==> src/rtl/address_sequencer_pkg.sv <==
// Shared types for the address sequencer: block-transfer FSM states and
// the address pin source encodings.
package address_sequencer_pkg;

  typedef enum logic [1:0] {
    IDLE = 2'd0,
    RUN  = 2'd1,
    DONE = 2'd2
  } state_t;

  // apin_sel encodings: which value drives the address pins
  localparam logic APIN_INC   = 1'b0;
  localparam logic APIN_LATCH = 1'b1;

endpackage

==> src/rtl/address_sequencer_if.sv <==
// Bus bundle between the control logic (master) and the address sequencer
// (slave): latch/incrementer controls, block-transfer controls and the
// resulting address, bus and status outputs.
interface address_sequencer_if #(
  parameter int AW = 16,
  parameter int CW = 16
);
  logic [AW-1:0] abus_in;
  logic          al_we;
  logic          clr;
  logic          inc_cy;
  logic          inc_dec;
  logic          limit;
  logic          apin_sel;
  logic          inc_oe;
  logic          blk_start;
  logic          blk_dec;
  logic [CW-1:0] blk_cnt;
  logic          blk_step;
  logic [AW-1:0] address;
  logic [AW-1:0] inc_out;
  logic [AW-1:0] abus_out;
  logic          abus_oe;
  logic          address_is_1;
  logic          blk_busy;
  logic          blk_done;
  logic          cnt_is_0;

  modport master (
    output abus_in, al_we, clr, inc_cy, inc_dec, limit, apin_sel, inc_oe,
           blk_start, blk_dec, blk_cnt, blk_step,
    input  address, inc_out, abus_out, abus_oe, address_is_1, blk_busy,
           blk_done, cnt_is_0
  );

  modport slave (
    input  abus_in, al_we, clr, inc_cy, inc_dec, limit, apin_sel, inc_oe,
           blk_start, blk_dec, blk_cnt, blk_step,
    output address, inc_out, abus_out, abus_oe, address_is_1, blk_busy,
           blk_done, cnt_is_0
  );

endinterface

==> src/rtl/address_sequencer_inc_dec_unit.sv <==
// Combinational AW-bit +/-carry unit. With limit set, only the low LIMIT_W
// bits take part in the carry chain (R-register refresh); the upper bits
// pass through unchanged.
module inc_dec_unit #(
  parameter int AW      = 16,
  parameter int LIMIT_W = 7
) (
  input  logic [AW-1:0] a,
  input  logic          carry,
  input  logic          dec,
  input  logic          limit,
  output logic [AW-1:0] y
);

  logic [AW-1:0]      full;
  logic [LIMIT_W-1:0] low;

  // full-width and confined-width results, selected by limit
  always_comb begin
    full = dec ? a - {{(AW-1){1'b0}}, carry} : a + {{(AW-1){1'b0}}, carry};
    low  = dec ? a[LIMIT_W-1:0] - {{(LIMIT_W-1){1'b0}}, carry}
               : a[LIMIT_W-1:0] + {{(LIMIT_W-1){1'b0}}, carry};
    y    = limit ? {a[AW-1:LIMIT_W], low} : full;
  end

endmodule

==> src/rtl/address_sequencer.sv <==
// Address latch with +/-1 incrementer and a block-transfer sequencer that
// steps the latch once per accepted memory cycle until the repeat count
// runs out (LDIR/LDDR/CPIR style).
// Optional feature: define ADDRESS_SEQUENCER_LIMIT_EN to honour the limit
// input (carry confined to the low LIMIT_W bits); otherwise limit is ignored.
module address_sequencer
  import address_sequencer_pkg::*;
#(
  parameter int AW      = 16,
  parameter int CW      = 16,
  parameter int LIMIT_W = 7
) (
  input logic               clk,
  input logic               reset,
  address_sequencer_if.slave bus
);

  state_t        state;
  logic [AW-1:0] latch;
  logic [CW-1:0] count;
  logic          dir;
  logic          busy_q;
  logic          done_q;
  logic          limit_req;
  logic          eff_cy;
  logic          eff_dec;
  logic          eff_lim;
  logic [AW-1:0] inc_val;

`ifdef ADDRESS_SEQUENCER_LIMIT_EN
  assign limit_req = bus.limit;
`else
  logic unused_limit;
  assign unused_limit = bus.limit;
  assign limit_req    = 1'b0;
`endif

  // a running block owns the incrementer: forced +/-1 in the captured direction
  always_comb begin
    eff_cy  = bus.inc_cy;
    eff_dec = bus.inc_dec;
    eff_lim = limit_req;
    if (state == RUN) begin
      eff_cy  = 1'b1;
      eff_dec = dir;
      eff_lim = 1'b0;
    end
  end

  inc_dec_unit #(.AW(AW), .LIMIT_W(LIMIT_W)) u_inc (
    .a     (latch),
    .carry (eff_cy),
    .dec   (eff_dec),
    .limit (eff_lim),
    .y     (inc_val)
  );

  // latch, repeat count and block FSM; priority reset > clr > al_we > step
  always_ff @(posedge clk) begin
    if (reset) begin
      state  <= IDLE;
      latch  <= '0;
      count  <= '0;
      dir    <= 1'b0;
      busy_q <= 1'b0;
      done_q <= 1'b0;
    end else if (bus.clr) begin
      state  <= IDLE;
      latch  <= '0;
      count  <= '0;
      busy_q <= 1'b0;
      done_q <= 1'b0;
    end else begin
      done_q <= 1'b0;
      if (bus.al_we) latch <= bus.abus_in;
      case (state)
        IDLE: begin
          if (bus.blk_start) begin
            dir   <= bus.blk_dec;
            count <= bus.blk_cnt;
            if (bus.blk_cnt != '0) begin
              state  <= RUN;
              busy_q <= 1'b1;
            end else begin
              state  <= DONE;
              done_q <= 1'b1;
            end
          end
        end
        RUN: begin
          // a simultaneous latch load wins and the step is dropped
          if (bus.blk_step && !bus.al_we) begin
            latch <= inc_val;
            count <= count - CW'(1);
            if (count == CW'(1)) begin
              state  <= DONE;
              busy_q <= 1'b0;
              done_q <= 1'b1;
            end
          end
        end
        DONE:    state <= IDLE;
        default: state <= IDLE;
      endcase
    end
  end

  // pin, bus and status outputs, combinational from registers and controls
  always_comb begin
    bus.inc_out      = inc_val;
    bus.address      = (bus.apin_sel == APIN_LATCH) ? latch : inc_val;
    bus.abus_out     = bus.inc_oe ? latch : '0;
    bus.abus_oe      = bus.inc_oe;
    bus.address_is_1 = (bus.address == AW'(1));
    bus.blk_busy     = busy_q;
    bus.blk_done     = done_q;
    bus.cnt_is_0     = (count == '0);
  end

endmodule

==> src/flat_wrapper.sv <==
// flat-port wrapper written by rule: the top's interface ports become plain ports
module address_sequencer_flat import address_sequencer_pkg::*;
#(
  parameter int AW      = 16,
  parameter int CW      = 16,
  parameter int LIMIT_W = 7
)
  (clk, reset, bus_abus_in, bus_al_we, bus_clr, bus_inc_cy, bus_inc_dec, bus_limit, bus_apin_sel, bus_inc_oe, bus_blk_start, bus_blk_dec, bus_blk_cnt, bus_blk_step, bus_address, bus_inc_out, bus_abus_out, bus_abus_oe, bus_address_is_1, bus_blk_busy, bus_blk_done, bus_cnt_is_0);
  address_sequencer_if #(.AW(AW), .CW(CW)) bus_i ();
  input logic clk;
  input logic reset;
  input wire logic [$bits(bus_i.abus_in)-1:0] bus_abus_in;
  input wire logic [$bits(bus_i.al_we)-1:0] bus_al_we;
  input wire logic [$bits(bus_i.clr)-1:0] bus_clr;
  input wire logic [$bits(bus_i.inc_cy)-1:0] bus_inc_cy;
  input wire logic [$bits(bus_i.inc_dec)-1:0] bus_inc_dec;
  input wire logic [$bits(bus_i.limit)-1:0] bus_limit;
  input wire logic [$bits(bus_i.apin_sel)-1:0] bus_apin_sel;
  input wire logic [$bits(bus_i.inc_oe)-1:0] bus_inc_oe;
  input wire logic [$bits(bus_i.blk_start)-1:0] bus_blk_start;
  input wire logic [$bits(bus_i.blk_dec)-1:0] bus_blk_dec;
  input wire logic [$bits(bus_i.blk_cnt)-1:0] bus_blk_cnt;
  input wire logic [$bits(bus_i.blk_step)-1:0] bus_blk_step;
  output wire logic [$bits(bus_i.address)-1:0] bus_address;
  output wire logic [$bits(bus_i.inc_out)-1:0] bus_inc_out;
  output wire logic [$bits(bus_i.abus_out)-1:0] bus_abus_out;
  output wire logic [$bits(bus_i.abus_oe)-1:0] bus_abus_oe;
  output wire logic [$bits(bus_i.address_is_1)-1:0] bus_address_is_1;
  output wire logic [$bits(bus_i.blk_busy)-1:0] bus_blk_busy;
  output wire logic [$bits(bus_i.blk_done)-1:0] bus_blk_done;
  output wire logic [$bits(bus_i.cnt_is_0)-1:0] bus_cnt_is_0;
  assign bus_i.abus_in = bus_abus_in;
  assign bus_i.al_we = bus_al_we;
  assign bus_i.clr = bus_clr;
  assign bus_i.inc_cy = bus_inc_cy;
  assign bus_i.inc_dec = bus_inc_dec;
  assign bus_i.limit = bus_limit;
  assign bus_i.apin_sel = bus_apin_sel;
  assign bus_i.inc_oe = bus_inc_oe;
  assign bus_i.blk_start = bus_blk_start;
  assign bus_i.blk_dec = bus_blk_dec;
  assign bus_i.blk_cnt = bus_blk_cnt;
  assign bus_i.blk_step = bus_blk_step;
  assign bus_address = bus_i.address;
  assign bus_inc_out = bus_i.inc_out;
  assign bus_abus_out = bus_i.abus_out;
  assign bus_abus_oe = bus_i.abus_oe;
  assign bus_address_is_1 = bus_i.address_is_1;
  assign bus_blk_busy = bus_i.blk_busy;
  assign bus_blk_done = bus_i.blk_done;
  assign bus_cnt_is_0 = bus_i.cnt_is_0;
  address_sequencer #(.AW(AW), .CW(CW), .LIMIT_W(LIMIT_W)) u_core (.clk(clk), .reset(reset), .bus(bus_i));
endmodule
==> config.mk <==
export PLATFORM = sky130hd
export DESIGN_NAME = address_sequencer_flat
export DESIGN_NICKNAME = d
export VERILOG_FILES = /design/src/rtl/address_sequencer_pkg.sv /design/src/rtl/address_sequencer_if.sv /design/src/rtl/address_sequencer_inc_dec_unit.sv /design/src/rtl/address_sequencer.sv /design/src/flat_wrapper.sv
export SDC_FILE = /design/constraint.sdc
export NUM_CORES = 1
export LEC_CHECK = 0
export BUFFER_PORTS_ARGS = -buffer_cell sky130_fd_sc_hd__clkbuf_2
export CORE_UTILIZATION = 40
export CTS_BUF_LIST = sky130_fd_sc_hd__clkbuf_8
export CTS_CLUSTER_DIAMETER = 30
export DETAILED_ROUTE_END_ITERATION = 12
export GPL_ROUTABILITY_DRIVEN = 0
export HOLD_SLACK_MARGIN = 0.06
export PLACE_DENSITY = 0.63
export SLEW_MARGIN = 0
export SYNTH_ARGS = -nofsm -noshare
export SYNTH_HDL_FRONTEND = slang
export SYNTH_SLANG_ARGS = --single-unit
==> constraint.sdc <==
create_clock -name clk -period 6.5 [get_ports clk]
set_input_delay 0.65 -clock clk [delete_from_list [all_inputs] [get_ports clk]]
set_output_delay 0.65 -clock clk [all_outputs]
set_load 0.01 [all_outputs]
Word level (Yosys, flattened, before mapping)
Index checks and enable logic that the tools add are counted.
- add/subtract/negate cells: 3
- multiply operators: 0
- divide/modulo/power cells: 0
- $lt $le $gt $ge: 0
- eq/ne operators: 7
- shifts and indexed selects: 0
- muxes and demuxes: 26
- bitwise logic cells: 1
- reductions and logical operators: 11
- operators with widths (kind ; count):
    two-way mux 16 bit ; 8
    == test 16 x 1 -> 1 bit (second input constant) ; 2
    one-hot mux 16 bit (2 select lines) ; 1
    adder 16 x 1 -> 16 bit ; 1
    zero test 16 bit ; 1
    nonzero test 16 bit ; 1
    subtractor 16 x 1 -> 16 bit ; 1
    subtractor 16 x 1 -> 16 bit (second input constant) ; 1
    two-way mux 1 bit ; 10
    AND reduction 3 bit ; 3
    two-way mux 2 bit ; 4
    != test 2 bit (second input constant) ; 3
    AND reduction 5 bit ; 1
    one-hot mux 1 bit (2 select lines) ; 2
    one-hot mux 2 bit (2 select lines) ; 1
    == test 2 x 1 -> 1 bit (second input constant) ; 1
    zero test 2 bit ; 1
    != test 2 x 1 -> 1 bit (second input constant) ; 1
    nonzero test 2 bit ; 1
    OR reduction 2 bit ; 1
    logical AND 1 bit ; 1
    zero test 1 bit ; 1
    inverter 1 bit ; 1
- register bits: 37
- bits in latches: 0
- memory bits (writable): 0
- memory bits (read-only): 0
- output and inout port bits: 53
- word-level logic and storage cells: 54
- memories: 0

Logic depth before layout (Yosys ltp)
- depth after elaboration: 6
- gate-level depth with buffers: 14
- gate-level depth less buffers: 13

Modules after synthesis
From an unflattened synthesis, not the netlist that was laid out.
- cells, all modules: 429
- area, all modules: 3398.3 µm²
- modules (own cells, without submodules) (module ; instances ; cells each ; area each (µm²)):
    address_sequencer ; 1 ; 290 ; 2378.5
    inc_dec_unit ; 1 ; 139 ; 1019.7

Worst setup path after synthesis
OpenSTA, ideal clock, no wires.
- path kind: flip-flop to output port
- start: register u_core.state[1]
- end: output bus_address_is_1
- arrival time: 4.333 ns
- data required time: 5.850 ns
- setup slack: 1.517 ns
- stages on the path, launching flop included: 15
- cells stage by stage: dfxtp_1 nand2b_1 clkbuf_1 nor2_1 a31oi_1 inv_1 fa_1 nor2b_4 o31a_1 o21ai_2 xnor2_1 mux2_2 or4_1 or4_1 nor4_2
- longest elaborated chain between the ends: 6
- elaborated cells between the ends (all ways): 8
- those cells by class: add/sub (2); eq/ne (2); mux (4)
- RTL lines (what ; RTL line ; source):
    start, declared ; address_sequencer.sv:18 ; state_t state;
    start signal, assigned ; address_sequencer.sv:61 ; state <= IDLE;
    start signal, assigned ; address_sequencer.sv:68 ; state <= IDLE;
    start signal, assigned ; address_sequencer.sv:82 ; state <= RUN;
    == test 2 x 1 -> 1 bit * ; address_sequencer.sv:43 ; if (state == RUN) begin
    two-way mux 1 bit ; address_sequencer.sv:43 ;
    adder 16 x 1 -> 16 bit or subtractor 16 x 1 -> 16 bit (tied branches) ; address_sequencer_inc_dec_unit.sv:20 ; full = dec ? a - {{(AW-1){1'b0}}, carry} : a + {{(AW-1){1'b0}}, carry};
    two-way mux 16 bit * ; address_sequencer_inc_dec_unit.sv:20 ;
    net bus_inc_out[8] ; flat_wrapper.sv:25 ; output wire logic [$bits(bus_i.inc_out)-1:0] bus_inc_out;
    two-way mux 16 bit * ; address_sequencer.sv:111 ; bus.address = (bus.apin_sel == APIN_LATCH) ? latch : inc_val;
    net bus_address[8] ; flat_wrapper.sv:24 ; output wire logic [$bits(bus_i.address)-1:0] bus_address;
    == test 16 x 1 -> 1 bit * ; address_sequencer.sv:114 ; bus.address_is_1 = (bus.address == AW'(1));
    end, declared ; flat_wrapper.sv:28 ; output wire logic [$bits(bus_i.address_is_1)-1:0] bus_address_is_1;
The timed path passes the listed nets; every way through them passes the cells marked *.

Final worst setup path
- start: register u_core.state[1]
- end: output bus_address_is_1
- longest elaborated chain between the ends: 6
- elaborated cells between the ends (all ways): 8
- those cells by class: add/sub (2); eq/ne (2); mux (4)
- RTL lines (what ; RTL line):
    == test 2 x 1 -> 1 bit * ; address_sequencer.sv:43
    two-way mux 1 bit ; address_sequencer.sv:43
    adder 16 x 1 -> 16 bit or subtractor 16 x 1 -> 16 bit (tied branches) ; address_sequencer_inc_dec_unit.sv:20
    two-way mux 16 bit * ; address_sequencer_inc_dec_unit.sv:20
    two-way mux 16 bit * ; address_sequencer.sv:111
    == test 16 x 1 -> 1 bit * ; address_sequencer.sv:114
Every way passes the cells marked *; elsewhere a longest branch is shown, timed or not.

==> out/metrics.yaml <==
clk_pin_slew_ns: 0.08
placed_cell_area_um2: 3620
p_total_mw: 0.7331
n_fill_cell: 778
die_h_um: 89.97
yosysTopAreaCell: "dfxtp_1"
grt_max_degree: 38
drtPass1Iterations: 4
finalInstanceArea_um2: 3721
critPathKind: "flop to output port"
async_flop_share_pct: 0
numCtsBuffers: 5
combinationalPowerShare_pct: 41.0
core_area_um2: 7370
worstHoldPathCells: 2
switchingPower_mw: 0.2820
p_per_area_nw_per_um2: 197.0
min_to: "u_core.dir$_SDFFE_PP0P_"
tns_ns: 0
clock.fmax_mhz: 193.6
ys_types: 54
ys_ff_latch: 37
netlist_top_cells_count: "nand2_1 (46), nor2_1 (43), dfxtp_1 (37)"
port_buffers: 95
cts.sink_count: 37
regToRegEndpoint: "u_core.latch[14]$_SDFF_PP0_"
worst-r2r-setup-slack_ns: 2.74
swShare_pct: 38.47
outcome: "complete, no violations"
finalCritPeriodShare_pct: 79.48
synth_top_area_share_pct: 23.93
arrival_ns: 4.52
post-route-util_pct: 50.49
fin_nets: 574
period_minus_slack_ns: 5.166
first_global_vias: 3116
crit_required_ns: 5.85
antenna_left: 0
drt_iter0_markers: 186
p_seq_share_pct: 33.4
skew_ns: 0.006151
synth_enable_flop_cells: 0
synthFlopType: "dfxtp_1"
p_int_mw: 0.4511
hold_class: "flop to flop"
htreeDepth: 2
initial_core_util_pct: 42.00
vdd_drop_max_mv: 0.07993
hold_start: "u_core.dir$_SDFFE_PP0P_"
crit_fanout: 37
cts_buffer_depth: 2
via_per_inst: 5.530
maxSlewViolCount: 0
pin_count: 97
end_kind: "output port"
grt_use_total_pct: 22.52
setup_violations: 0
ff_latch_area_um2: 740.7
ys_seq_area_share_pct: 23.93
fp-row-count: 31
cts_tree: "yes"
drc_errors: 0
clk_latency_ns: 0.30
worst_pin_slew_ns: 0.9860
pwr-share-clk_pct: 25.6
wl_um: 9047
timing.max_cap.violations: 0
hold_buffers: 0
synthesis.nets: 493
multi_input_area_um2: 2178
cp-start-kind: "flop"
grt-ovfl-total: 0
drive_gt1_share_pct: 22.50
syn_avg_cell_area_um2: 7.216
yosysMostFrequentCell: "nand2_1"
post_cts.repair.setup_buffers: 0
hold_violations: 0
postSynthCellCount: 429
synth.area.top_cells: "dfxtp_1 (24%), ha_1 (7.7%), a211oi_1 (6.3%), a21oi_1 (5.8%), o21ai_0 (5.7%)"
relSlewSlack_pct: 34.02
dp_hpwl_um: 6673
grt_pass1_wl_um: 15070
rsz0062_at_grt: "false"
syn-cell-area_um2: 3095
antenna_found_initial: 0
cts-root-buf: "clkbuf_8"
antenna_cells: 0
via_count: 3373
p_leak_nw: 1.705
reg2reg_from: "u_core.state[1]$_SDFFE_PP0P_"
dieWidth_um: 89.97
routedWlPerCell_um: 14.83
cts_resized: 0
r2r.worst_path.cells: 14
areaGrowthSynthToFinish_pct: 20.21
fp.dieArea_um2: 8095
yosysWarnings: 0
final cells by class:
class	count	share of cell area [%]
clock inverter	1	0.1345
inverter	23	2.320
clock buffer	7	2.589
tap	99	3.329
timing repair buffer	97	13.18
sequential	37	19.91
multi-input combinational	346	58.54
how the worst max path moves through the flow:
stage | from | endpoint | slack (ns)
finish | u_core.state[1]$_SDFFE_PP0P_ | bus_address_is_1 | 1.33
global route | u_core.state[1]$_SDFFE_PP0P_ | bus_address_is_1 | 1.07
CTS | u_core.state[1]$_SDFFE_PP0P_ | bus_address_is_1 | 1.34
detailed placement | u_core.state[1]$_SDFFE_PP0P_ | bus_address_is_1 | 1.69
global placement | u_core.state[1]$_SDFFE_PP0P_ | bus_address_is_1 | 1.74
floorplan | u_core.state[1]$_SDFFE_PP0P_ | bus_address_is_1 | 1.52
critical path, cell delays in order, from the launching register on:
cell and delay [ns]:
dfxtp_1 0.39, nand2b_1 0.13, buf_4 0.32, nor2_1 0.07, a31oi_1 0.15, buf_4 0.26
ha_1 0.32, nor2b_4 0.15, o31a_1 0.31, o211a_1 0.24, a2111oi_2 0.50, a31oi_1 0.15
or4_1 0.42, or4_1 0.46, nor4_2 0.16, clkbuf_2 0.17
stage by stage:
step / instances / hold WS [ns] / worst slack, ns
finish: 610 / 0.4775 / 1.334
detailed placement: 602 / 0.4706 / 1.688
global placement: 602 / 0.4619 / 1.740
floorplan: 429 / 0.4480 / 1.517
global route: 610 / 0.5078 / 1.075
CTS: 610 / 0.4813 / 1.337
metal layers:
metal,GRT usage (%),part of all wire [%],vias to the layer above
li1,-,-,1715
met3,3.807,5.2,5
met4,4.435,0.61,0
met5,0,0,-
met2,36.86,45,101
met1,31.23,49,1552
cells by family (layout without fill, tap and decap cells):
| logic type | Yosys count | count (layout) | synth area share, % |
|---|---|---|---|
| AO/OA/AOI/OAI | 133 | 133 | 27.40 |
| buffers and inverters | 46 | 128 | 5.699 |
| adder cells (fa/ha/maj) | 20 | 20 | 8.327 |
| XOR/XNOR | 12 | 12 | 3.395 |
| multiplexers | 12 | 12 | 4.002 |
| AND/OR/NAND/NOR | 169 | 169 | 27.24 |
| flip-flops | 37 | 37 | 23.93 |
placed cells by master (no fill, tap or decap), types with 4 or more instances in the layout:
cell type / n
clkbuf_2: 95
inv_1: 22
nor4_1: 8
a211oi_1: 26
nor3_1: 13
o21ai_0: 35
a21oi_1: 36
xor2_1: 4
xnor2_1: 8
mux2i_1: 9
or3_1: 4
nand2_1: 46
nand3_1: 6
nor2b_1: 9
nand2b_1: 5
and2_1: 18
ha_1: 19
clkbuf_8: 7
nor2_1: 43
dfxtp_1: 37
power groups by stage:
stage          Combinational, mW  Sequential [mW]  Clock, mW
2_1_floorplan              0.202            0.247          0
3_3_place_gp               0.295            0.250          0
3_5_place_dp               0.299            0.250          0
4_1_cts                    0.301            0.245      0.192
5_1_grt                    0.334            0.246      0.200
6_report                   0.301            0.245      0.188
state kept, by name, summed over array words and instances, names as in the netlist:
name	flops
u_core.latch	16
u_core.count	16
u_core.bus.blk_busy	1
u_core.state	2
u_core.dir	1
u_core.bus.blk_done	1
(Power assumes the default switching activity.)
